File: config.mk
export PLATFORM = sky130hd
export DESIGN_NAME = zbuf_line_writer
export DESIGN_NICKNAME = d
export VERILOG_FILES = /design/src/rtl/zbuf_pkg.sv /design/src/rtl/sat_counter.sv /design/src/rtl/zbuf_line_writer.sv
export SDC_FILE = /design/constraint.sdc
export NUM_CORES = 1
export LEC_CHECK = 0
export ABC_AREA = 1
export ABC_CLOCK_PERIOD_IN_PS = 4400
export CAP_MARGIN = 20
export CORE_MARGIN = 1
export CORE_UTILIZATION = 52
export DETAILED_ROUTE_END_ITERATION = 10
export PLACE_DENSITY = 0.91
export SETUP_SLACK_MARGIN = 0.2
export SLEW_MARGIN = 20
export SYNTH_ARGS = -nofsm -noshare
export SYNTH_HDL_FRONTEND = slang
export SYNTH_SLANG_ARGS = --single-unit
File: constraint.sdc
create_clock -name clk -period 4.4 [get_ports clk]
set_input_delay 1.32 -clock clk [delete_from_list [all_inputs] [get_ports clk]]
set_output_delay 1.32 -clock clk [all_outputs]
set_load 0.05 [all_outputs]
File: src/rtl/zbuf_pkg.sv
// Shared types and constants for the Z-buffer line writer: point layout,
// writer FSM states and the depth RAM clear value.
package zbuf_pkg;

   localparam int X_W_DEF = 8;
   localparam int Y_W_DEF = 8;
   localparam int Z_W_DEF = 8;

   // Clear value for the depth RAM: farthest possible depth.
   localparam logic [Z_W_DEF-1:0] DEPTH_FAR = '1;

   typedef struct packed {
      logic [X_W_DEF-1:0] x;
      logic [Y_W_DEF-1:0] y;
      logic [Z_W_DEF-1:0] z;
   } point_t;

   typedef enum logic [2:0] {
      ST_IDLE,
      ST_REQ,
      ST_RD,
      ST_CMP,
      ST_WR,
      ST_REL,
      ST_DONE
   } wr_state_e;

endpackage

File: src/rtl/sat_counter.sv
// Statistics counter with synchronous clear that sticks at all-ones
// instead of wrapping.
module sat_counter #(
   parameter int W = 16
) (
   input  logic         clk,
   input  logic         rst_n,
   input  logic         clr,
   input  logic         inc,
   output logic [W-1:0] q
);

   logic [W-1:0] cnt_q;
   logic [W-1:0] cnt_d;

   always_comb begin
      cnt_d = cnt_q;
      if (clr) begin
         cnt_d = '0;
      end else if (inc && (cnt_q != '1)) begin
         cnt_d = cnt_q + W'(1);
      end
   end

   always_ff @(posedge clk or negedge rst_n) begin
      if (!rst_n) begin
         cnt_q <= '0;
      end else begin
         cnt_q <= cnt_d;
      end
   end

   assign q = cnt_q;

endmodule

File: src/rtl/zbuf_line_writer.sv
// Pulls points from the line generator over a four-phase req/ack handshake,
// depth-tests each against the Z-buffer and writes strictly closer depths.
module zbuf_line_writer
   import zbuf_pkg::*;
#(
   parameter int X_W   = 8,
   parameter int Y_W   = 8,
   parameter int Z_W   = 8,
   parameter int CNT_W = 16
) (
   input  logic                   clk,
   input  logic                   rst,
   input  logic                   start,
   output logic                   busy,
   output logic                   done,
   output logic                   req,
   input  logic                   ack,
   input  logic                   eol,
   input  logic [X_W+Y_W+Z_W-1:0] point_in,
   output logic [X_W+Y_W-1:0]     mem_addr,
   output logic                   mem_rd,
   input  logic [Z_W-1:0]         mem_rdata,
   output logic                   mem_wr,
   output logic [Z_W-1:0]         mem_wdata,
   output logic [CNT_W-1:0]       wr_cnt,
   output logic [CNT_W-1:0]       rej_cnt
);

   localparam int P_W = X_W + Y_W + Z_W;

   wr_state_e      state_q, state_d;
   logic [X_W-1:0] pt_x_q, pt_x_d;
   logic [Y_W-1:0] pt_y_q, pt_y_d;
   logic [Z_W-1:0] pt_z_q, pt_z_d;
   logic           last_q, last_d;
   logic           busy_q, busy_d;
   logic           done_q, done_d;
   logic           cnt_clr;
   logic           wr_inc;
   logic           rej_inc;

   always_comb begin
      state_d = state_q;
      pt_x_d  = pt_x_q;
      pt_y_d  = pt_y_q;
      pt_z_d  = pt_z_q;
      last_d  = last_q;
      cnt_clr = 1'b0;
      wr_inc  = 1'b0;
      rej_inc = 1'b0;
      unique case (state_q)
         ST_IDLE: begin
            if (start) begin
               cnt_clr = 1'b1;
               state_d = ST_REQ;
            end
         end
         ST_REQ: begin
            if (ack) begin
               pt_x_d  = point_in[P_W-1 -: X_W];
               pt_y_d  = point_in[Y_W+Z_W-1 -: Y_W];
               pt_z_d  = point_in[Z_W-1:0];
               last_d  = eol;
               state_d = ST_RD;
            end
         end
         ST_RD:   state_d = ST_CMP;
         // Equal depth rejects so the first-drawn point keeps the pixel.
         ST_CMP: begin
            if (pt_z_q < mem_rdata) begin
               state_d = ST_WR;
            end else begin
               rej_inc = 1'b1;
               state_d = last_q ? ST_DONE : ST_REL;
            end
         end
         ST_WR: begin
            wr_inc  = 1'b1;
            state_d = last_q ? ST_DONE : ST_REL;
         end
         ST_REL: begin
            if (!ack) begin
               state_d = ST_REQ;
            end
         end
         ST_DONE: state_d = ST_IDLE;
         default: state_d = ST_IDLE;
      endcase
      busy_d = (state_d != ST_IDLE);
      done_d = (state_d == ST_DONE);
   end

   always_ff @(posedge clk or negedge rst) begin
      if (!rst) begin
         state_q <= ST_IDLE;
         pt_x_q  <= '0;
         pt_y_q  <= '0;
         pt_z_q  <= '0;
         last_q  <= 1'b0;
         busy_q  <= 1'b0;
         done_q  <= 1'b0;
      end else begin
         state_q <= state_d;
         pt_x_q  <= pt_x_d;
         pt_y_q  <= pt_y_d;
         pt_z_q  <= pt_z_d;
         last_q  <= last_d;
         busy_q  <= busy_d;
         done_q  <= done_d;
      end
   end

   sat_counter #(.W(CNT_W)) u_wr_cnt (
      .clk   (clk),
      .rst_n (rst),
      .clr   (cnt_clr),
      .inc   (wr_inc),
      .q     (wr_cnt)
   );

   sat_counter #(.W(CNT_W)) u_rej_cnt (
      .clk   (clk),
      .rst_n (rst),
      .clr   (cnt_clr),
      .inc   (rej_inc),
      .q     (rej_cnt)
   );

   // Strobes come straight from the state so a reset kills them at once.
   assign req       = (state_q == ST_REQ);
   assign mem_rd    = (state_q == ST_RD);
   assign mem_wr    = (state_q == ST_WR);
   assign mem_addr  = {pt_y_q, pt_x_q};
   assign mem_wdata = pt_z_q;
   assign busy      = busy_q;
   assign done      = done_q;

endmodule

==> results of run 1 <==
[placed cells by master, fill, tap and decap left out, types with 5 or more instances in the layout]
master           netlist  final
clkdlybuf4s50_1        0     96
nand2_1               76     76
dfrtp_1               62     62
inv_1                 45     45
nand3_1               38     38
nor2_1                33     33
xor2_1                17     17
a21oi_1               13     13
nor3_1                10     10
clkbuf_8               0     10
o21ai_0                9      9
mux2_4                 9      9
ha_1                   9      9
mux2_2                 8      8
o21ai_1                7      7
mux2_1                 6      6
nand4_1                5      5
[area by class of cell]
cell class                 count  area [um2]
fill                         441        1718
timing repair buffer          99       980.9
clock inverter                 5       50.05
sequential                    62        1551
clock buffer                  10       137.6
tap                           77       96.34
inverter                      49       183.9
multi-input combinational    266        1632
[per-layer routing]
layer	wire (um)	share of wire	global-route usage	vias up
met5	0	0	0	-
met4	175	0.020	0.1019	0
met3	536	0.061	0.04771	21
met2	4198	0.48	0.4314	137
met1	3831	0.44	0.3614	1530
li1	-	-	-	1462
[cells by family (layout without fill, tap and decap cells)]
kind of cell	Yosys count	after routing	synth area share
xor+xnor	17	17	0.04329
simple gates	178	178	0.2448
mux	23	23	0.08512
compound gates	39	39	0.06839
buf+inv	58	163	0.07457
flops	62	62	0.4511
fa+ha+maj	9	9	0.03274
[state kept, by name, summed over array words and instances (netlist names)]
name	count
last_q	1
u_wr_cnt.q	16
mem_wdata	8
done	1
busy	1
pt_y_q	8
state_q	3
u_rej_cnt.q	16
pt_x_q	8
[path summary, 6_finish.rpt]
check	from	endpoint	slack [ns]	cells after the start
max	state_q[0]$_DFF_PN0_	mem_rd	1.03	2
max in group asynchronous	rst	u_wr_cnt.q[14]$_DFFE_PN0P_	2.47	2
min reg2reg	pt_x_q[6]$_DFFE_PN0P_	pt_x_q[6]$_DFFE_PN0P_	0.50	1
min	pt_x_q[6]$_DFFE_PN0P_	pt_x_q[6]$_DFFE_PN0P_	0.50	1
max reg2reg	u_wr_cnt.q[0]$_DFFE_PN0P_	u_wr_cnt.q[15]$_DFFE_PN0P_	2.30	8
min in group asynchronous	rst	pt_y_q[3]$_DFFE_PN0P_	1.08	1
[power by group]
| part | switching (mW) | internal [mW] | total, mW |
|---|---|---|---|
| combinational | 1.04 | 0.545 | 1.59 |
| sequential | 0.138 | 0.742 | 0.881 |
| clock | 0.209 | 0.270 | 0.478 |
[worst register-to-register path, cell delays in order (launching register included)]
cell and delay, ns:
dfrtp_1 0.42, ha_1 0.22, nand2_1 0.14, inv_1 0.16
nand4_4 0.14, o21ai_4 0.42, nand2_1 0.26, nand3_1 0.16
nand2_1 0.06
[synthesized netlist by cell type, drive strengths merged]
| cell | number | area, um2 |
|---|---|---|
| nand4 | 6 | 52.55 |
| nor3b | 1 | 12.51 |
| nor2 | 37 | 158.9 |
| o31ai | 3 | 22.52 |
| mux2 | 23 | 292.8 |
| xor2 | 17 | 148.9 |
| dfrtp | 62 | 1551 |
| ha | 9 | 112.6 |
| clkbuf | 2 | 7.510 |
| nand3 | 41 | 220.2 |
| buf | 7 | 65.05 |
| nand2 | 80 | 320.3 |
| inv | 49 | 183.9 |
| a21oi | 13 | 65.06 |
| a211oi | 1 | 7.510 |
| nor3 | 12 | 70.07 |
| a31o | 1 | 8.760 |
| nand3b | 1 | 7.510 |
| o21ai | 21 | 131.4 |
==> results.toml, run 1 <==
[clocking]
cts_buffers = 9
clk_pin_slew_ns = 0.06
cts_resized = 0
ctsHoldBuffers = 0
clockBufferDepth = 2
insertion_delay_ns = 0.33
tritoncts = "done"
cts.htree.levels = 3
cts_setup_buffers = 0
cts.sinks = 62
cts-root-buf = "clkbuf_8"

[timing]
fin_crit_sh = 0.7666
max_freq_ghz = 0.2965
max_slew.worst_pin.slew_ns = 0.8061
hold_slack_ns = 0.5010
slew_headroom = 0.4626
finalHoldViolCount = 0
layout_setup_ws_ns = 1.027
slew_viol_final = 0
rsz0062_at_grt = "false"
setup_viol = 0
fin_skew_ns = 0.005332
tns_ns = 0
min_period_ns = 3.373

[detailed_routing]
ant_nets = 0
wl_um = 8741
drt_first_iter_violations = 150
wl_per_cell_um = 15.39
via_per_inst = 5.546
route.detailed.drc = 0
dr.pass1.iters = 5
vias = 3150

[layout]
area_delta_synth_final_pct = 34.67
final_util = 0.7295
diodes = 0
instances_no_fill = 568
drive_gt1_frac = 0.1222
design_area_mm2 = 0.004632
nets = 533

[logic_synthesis]
synth-seq-cells = 62
synth_fp_nets = 432
syn-cell-area_mm2 = 0.003440
synth_cell_type_count = 34
yosysSeqAreaShare = 0.4511
ys_warn_count = 0
syn_area_per_cell_um2 = 8.911
postSynthCellCount = 386

[critical_path]
cp_slowest_cell = "clkdlybuf4s50_1"
cpPeakStageDelay_ns = 0.90
endpoint_kind = "output port"
path_delay_family = "buffers and inverters"
required_ns = 3.08
crit_chain = "nor3_1 -> clkdlybuf4s50_1"
cp-start-kind = "register"
cp.arrival_ns = 2.05
cp_max_fo = 5
critPathKind = "reg2out"
cp.buffers_inverters = 1

[place]
dp.cells = 553
gp_congestion = 0.8996
hpwl_um = 6288
place_ws_ns = 1.076
io_buffer_count = 97
placed_area_mm2 = 0.004444

[grt]
track_usage = 0.2679
grt_overflow = 0
grt_pass1_vias = 3080
antenna_found_initial = 0
grt_max_degree = 37
grt_pass1_wl_um = 14940

[power]
p_per_area_mw_per_mm2 = 635.8
finalPower_mw = 2.945
p_leak_nw = 2.182
ir_worst_vdd_mv = 0.5259

[die]
rows = 29
die_w_um = 83.33
die_height_um = 83.33
core_mm2 = 0.006350
start_util = 0.5417
dieArea_mm2 = 0.006944
io-pin-count = 98

[min_path]
hp-class = "reg2reg"

[job]
maxCapViolations = 0

[run_status]
status = "complete, no violations"
No activity file was read; power rests on OpenSTA's default activity.
==> run 2: changes to the inputs <==
--- a/config.mk
+++ b/config.mk
@@ -6,12 +6,12 @@
 export NUM_CORES = 1
 export LEC_CHECK = 0
 export ABC_AREA = 1
-export ABC_CLOCK_PERIOD_IN_PS = 4400
+export ABC_CLOCK_PERIOD_IN_PS = 3050
 export CAP_MARGIN = 20
 export CORE_MARGIN = 1
-export CORE_UTILIZATION = 52
+export CORE_UTILIZATION = 43
 export DETAILED_ROUTE_END_ITERATION = 10
-export PLACE_DENSITY = 0.91
+export PLACE_DENSITY = 0.81
 export SETUP_SLACK_MARGIN = 0.2
 export SLEW_MARGIN = 20
 export SYNTH_ARGS = -nofsm -noshare
==> constraint.sdc (replaced) <==
create_clock -name clk -period 3.05 [get_ports clk]
set_input_delay 0.915 -clock clk [delete_from_list [all_inputs] [get_ports clk]]
set_output_delay 0.915 -clock clk [all_outputs]
set_load 0.05 [all_outputs]
==> results.toml, run 2 (synthesized netlist as in run 1, its figures left out) <==
[clocking]
clockBufferDepth = 2
cts.sinks = 62
ctsHoldBuffers = 0
cts_buffers = 9
cts.htree.levels = 3
tritoncts = "done"
cts-root-buf = "clkbuf_8"
insertion_delay_ns = 0.35
clk_pin_slew_ns = 0.07

[die]
die_height_um = 91.44
io-pin-count = 98
core_mm2 = 0.007727
die_w_um = 91.44
dieArea_mm2 = 0.008360
start_util = 0.4451
rows = 32

[critical_path]
cp.arrival_ns = 1.75
cpPeakStageDelay_ns = 0.58
endpoint_kind = "output port"
crit_chain = "inv_1 -> nand2_1 -> nor2_2 -> dlygate4sd2_1"
cp-start-kind = "register"
critPathKind = "reg2out"
required_ns = 2.13
cp_max_fo = 4
cp_slowest_cell = "dlygate4sd2_1"

[detailed_routing]
route.detailed.drc = 0
drt_first_iter_violations = 92
ant_nets = 0
dr.pass1.iters = 4
via_per_inst = 5.045
wl_um = 8106
vias = 3012
wl_per_cell_um = 13.58

[timing]
layout_setup_ws_ns = 0.3884
setup_viol = 0
slew_headroom = 0.6522
rsz0062_at_grt = "false"
slew_viol_final = 0
min_period_ns = 2.662
fin_crit_sh = 0.8726
finalHoldViolCount = 0
max_slew.worst_pin.slew_ns = 0.5201
fin_skew_ns = 0.01259
tns_ns = 0
max_freq_ghz = 0.3757

[layout]
drive_gt1_frac = 0.1253
mostFrequentLayoutCell = "clkdlybuf4s50_1"
nets = 536
diodes = 0
final_cell_mix = "93 x clkdlybuf4s50_1, 76 x nand2_1, 62 x dfrtp_1"
design_area_mm2 = 0.004674
area_delta_synth_final_pct = 35.90

[job]
maxCapViolations = 0

[grt]
grt_pass1_wl_um = 13570
grt_overflow = 0
track_usage = 0.2043
grt_pass1_vias = 2942
antenna_found_initial = 0
grt_max_degree = 34

[place]
placed_area_mm2 = 0.004511
gp_congestion = 0.8435
io_buffer_count = 97
place_ws_ns = 0.2624
hpwl_um = 5898

[power]
finalPower_mw = 4.148
ir_worst_vdd_mv = 0.2982
p_leak_nw = 2.196
p_per_area_mw_per_mm2 = 887.3

[min_path]
hp-class = "in2async"

[run_status]
status = "complete, no violations"
run 2: cell types whose count changed in the layout (fill, tap and decap cells not counted):
cell | before | now
clkinv_2 | 4 | 3
clkbuf_1 | 0 | 2
buf_4 | 2 | 4
clkinvlp_4 | 0 | 1
buf_12 | 0 | 1
bufinv_16 | 1 | 0
clkdlybuf4s50_1 | 96 | 93
dlygate4sd2_1 | 0 | 3
run 2: routing by layer:
layer / global-route usage / up-vias / part of all wire
met2: 0.3264 / 109 / 0.47
met4: 0.09259 / 0 / 0.019
met5: 0 / - / 0
met1: 0.2667 / 1423 / 0.45
met3: 0.04104 / 12 / 0.063
li1: - / 1468 / -
run 2: path summary, 6_finish.rpt:
check / startpoint / end / slack, ns / cells after the start
setup / recovery: state_q[1]$_DFF_PN0_ / mem_wr / 0.39 / 4
hold / removal: rst / pt_x_q[1]$_DFFE_PN0P_ / 0.41 / 1
setup reg to reg: u_wr_cnt.q[0]$_DFFE_PN0P_ / u_wr_cnt.q[15]$_DFFE_PN0P_ / 1.05 / 8
hold reg to reg: pt_x_q[6]$_DFFE_PN0P_ / pt_x_q[6]$_DFFE_PN0P_ / 0.49 / 1
max in group asynchronous: rst / u_rej_cnt.q[14]$_DFFE_PN0P_ / 2.06 / 2
min in group clk: pt_x_q[6]$_DFFE_PN0P_ / pt_x_q[6]$_DFFE_PN0P_ / 0.49 / 1
run 2: layout make-up:
| cell class | instances | area [um2] |
|---|---|---|
| multi-input cells | 266 | 1632 |
| repair buffers | 102 | 1012 |
| flip-flops and latches | 62 | 1551 |
| clock inverters | 4 | 22.52 |
| well taps | 102 | 127.6 |
| inverters | 49 | 183.9 |
| fillers | 675 | 3053 |
| clock buffers | 12 | 145.1 |
run 2: what timing repair did:
action / 4_1_cts / 5_1_grt
setup buffers: 0 / 0
endpoints found under the setup margin: 3 / 0
gates resized for setup: 3 / 0
run 2: critical path, delay by kind of cell, from the launching register on:
family        cells  cell delay, ns
flops             1            0.40
simple gates      2            0.29
buf+inv           2            0.71
run 2: power by group:
| part | total [mW] | internal [mW] | switching (mW) | leakage [nW] |
|---|---|---|---|---|
| sequential | 1.26 | 1.07 | 0.191 | 0.801 |
| clock | 0.640 | 0.313 | 0.327 | 0.0861 |
| combinational | 2.25 | 0.783 | 1.46 | 1.31 |
run 2: per-stage QoR:
stage | hold WS, ns | utilization | cells
after global placement | 0.4737 | 0.5837 | 581
after CTS | 0.4068 | 0.6049 | 597
final | 0.4137 | 0.6049 | 597
after global routing | 0.4088 | 0.6049 | 597
after floorplan | 0.4574 | - | 386
after detailed placement | 0.4809 | 0.5837 | 581
==> run 3: changes to the inputs <==
--- a/config.mk
+++ b/config.mk
@@ -11,7 +11,7 @@
 export CORE_MARGIN = 1
 export CORE_UTILIZATION = 43
 export DETAILED_ROUTE_END_ITERATION = 10
-export PLACE_DENSITY = 0.81
+export PLACE_DENSITY = 0.76
 export SETUP_SLACK_MARGIN = 0.2
 export SLEW_MARGIN = 20
 export SYNTH_ARGS = -nofsm -noshare
==> results.toml, run 3 (synthesized netlist as in run 1, its figures left out) <==
[grt]
track_usage = 0.1997
grt_overflow = 0
use_met3 = 0.04271
grt_pass1_wl_um = 13120
grt_pass1_vias = 2810
antenna_found_initial = 0
use_met1 = 0.2663
gr-usage-met2 = 0.3089
grt_max_degree = 63
busiest_layer = "met2"

[clocking]
clockBufferDepth = 2
cts.sinks = 62
cts-root-buf = "clkbuf_8"
ctsHoldBuffers = 0
cts_buffers = 9
cts_setup_buffers = 0
tritoncts = "done"
cts.htree.levels = 3
cts_resized = 2
clk_pin_slew_ns = 0.07
insertion_delay_ns = 0.34

[layout]
mostFrequentLayoutCell = "clkdlybuf4s50_1"
final_util = 0.6020
instances_no_fill = 594
nets = 534
regArea_mm2 = 0.001551
drive_gt1_frac = 0.1199
final_cell_mix = "93 x clkdlybuf4s50_1, 76 x nand2_1, 62 x dfrtp_1"
multi_input_area_mm2 = 0.001632
diodes = 0
fillers = 649
area_delta_synth_final_pct = 35.25

[die]
dieArea_mm2 = 0.008360
core_mm2 = 0.007727
io-pin-count = 98
die_height_um = 91.44
start_util = 0.4451
rows = 32
die_w_um = 91.44

[timing]
fin_crit_sh = 0.8655
finalHoldViolCount = 0
max_slew.worst_pin.slew_ns = 0.5381
fin_skew_ns = 0.007589
setup_viol = 0
min_period_ns = 2.640
slew_viol_final = 0
tns_ns = 0
slew_headroom = 0.6407
rsz0062_at_grt = "false"
max_freq_ghz = 0.3788

[critical_path]
cp.arrival_ns = 1.72
cp_max_fo = 5
rrSetupSlack_ns = 1.08
endpoint_kind = "output port"
r2r_cells = 8
critPathKind = "reg2out"
required_ns = 2.13
cp-start-kind = "register"

[detailed_routing]
route.detailed.drc = 0
wl_um = 7906
wl_per_cell_um = 13.31
drt_first_iter_violations = 105
dr.pass1.iters = 5
via_per_inst = 4.958
ant_nets = 0
vias = 2945

[place]
dp.cells = 579
io_buffer_count = 97
hpwl_um = 5711
gp_congestion = 0.8535

[power]
ir_worst_vdd_mv = 0.2798
clkPwrFrac = 0.148
swShare = 0.4788
p_per_area_mw_per_mm2 = 883.2
pwr-share-comb = 0.546
p_leak_nw = 2.188
p_int_mw = 2.142
p_sw_mw = 1.967
p_seq_frac = 0.306

[run_status]
status = "complete, no violations"

[min_path]
min_path_cells = 1
hp-class = "reg2reg"

[job]
maxCapViolations = 0
## run 3: cell count changes in the layout (fill, tap and decap cells not counted), sizes merged
| cell | previous run | this run |
|---|---|---|
| buf | 6 | 4 |
| clkbuf | 12 | 11 |
| clkinv | 3 | 2 |
| clkinvlp | 1 | 2 |
| dlygate4sd2 | 3 | 2 |
| dlymetal6s2s | 0 | 1 |
## run 3: per-layer routing
metal	share of wire	wire length, um	vias to the layer above
li1	-	-	1464
met1	0.46	3623	1371
met2	0.46	3655	95
met3	0.058	460	15
met4	0.021	167	0
met5	0	0	-
## run 3: cell type report
cell class,instances,area share
clock inverters,4,0.005379
well taps,102,0.02743
repair buffers,100,0.2152
multi-input cells,266,0.3507
clock buffers,11,0.02824
inverters,49,0.03954
flip-flops and latches,62,0.3335
## run 3: stage by stage
stage	hold WS (ns)	power, mW	area, um2	setup WS (ns)
2_1_floorplan	0.4574	2.837	3440	0.5200
3_3_place_gp	0.4743	3.482	4496	0.1935
3_5_place_dp	0.4809	3.536	4496	0.1722
4_1_cts	0.4963	4.148	4649	0.2011
5_1_grt	0.5227	4.347	4652	0.2851
6_report	0.4921	4.109	4652	0.4103
## run 3: worst paths after layout
check | from | endpoint
min in group asynchronous | rst | pt_x_q[7]$_DFFE_PN0P_
max in group asynchronous | rst | state_q[1]$_DFF_PN0_
min | pt_x_q[5]$_DFFE_PN0P_ | pt_x_q[5]$_DFFE_PN0P_
max reg2reg | u_wr_cnt.q[0]$_DFFE_PN0P_ | u_wr_cnt.q[15]$_DFFE_PN0P_
min reg2reg | pt_x_q[5]$_DFFE_PN0P_ | pt_x_q[5]$_DFFE_PN0P_
max | state_q[0]$_DFF_PN0_ | mem_rd
## run 3: critical path, stage by stage (launching register included)
cell	delay, ns
dfrtp_1	0.43
nor3_1	0.36
dlygate4sd2_1	0.60
## run 3: power groups by stage
| stage | logic, mW | registers [mW] | clock network, mW |
|---|---|---|---|
| 2_1_floorplan | 0.825 | 2.01 | 0 |
| 3_3_place_gp | 2.23 | 1.25 | 0 |
| 4_1_cts | 2.26 | 1.26 | 0.627 |
| 3_5_place_dp | 2.26 | 1.27 | 0 |
| 5_1_grt | 2.39 | 1.30 | 0.663 |
| 6_report | 2.24 | 1.26 | 0.609 |
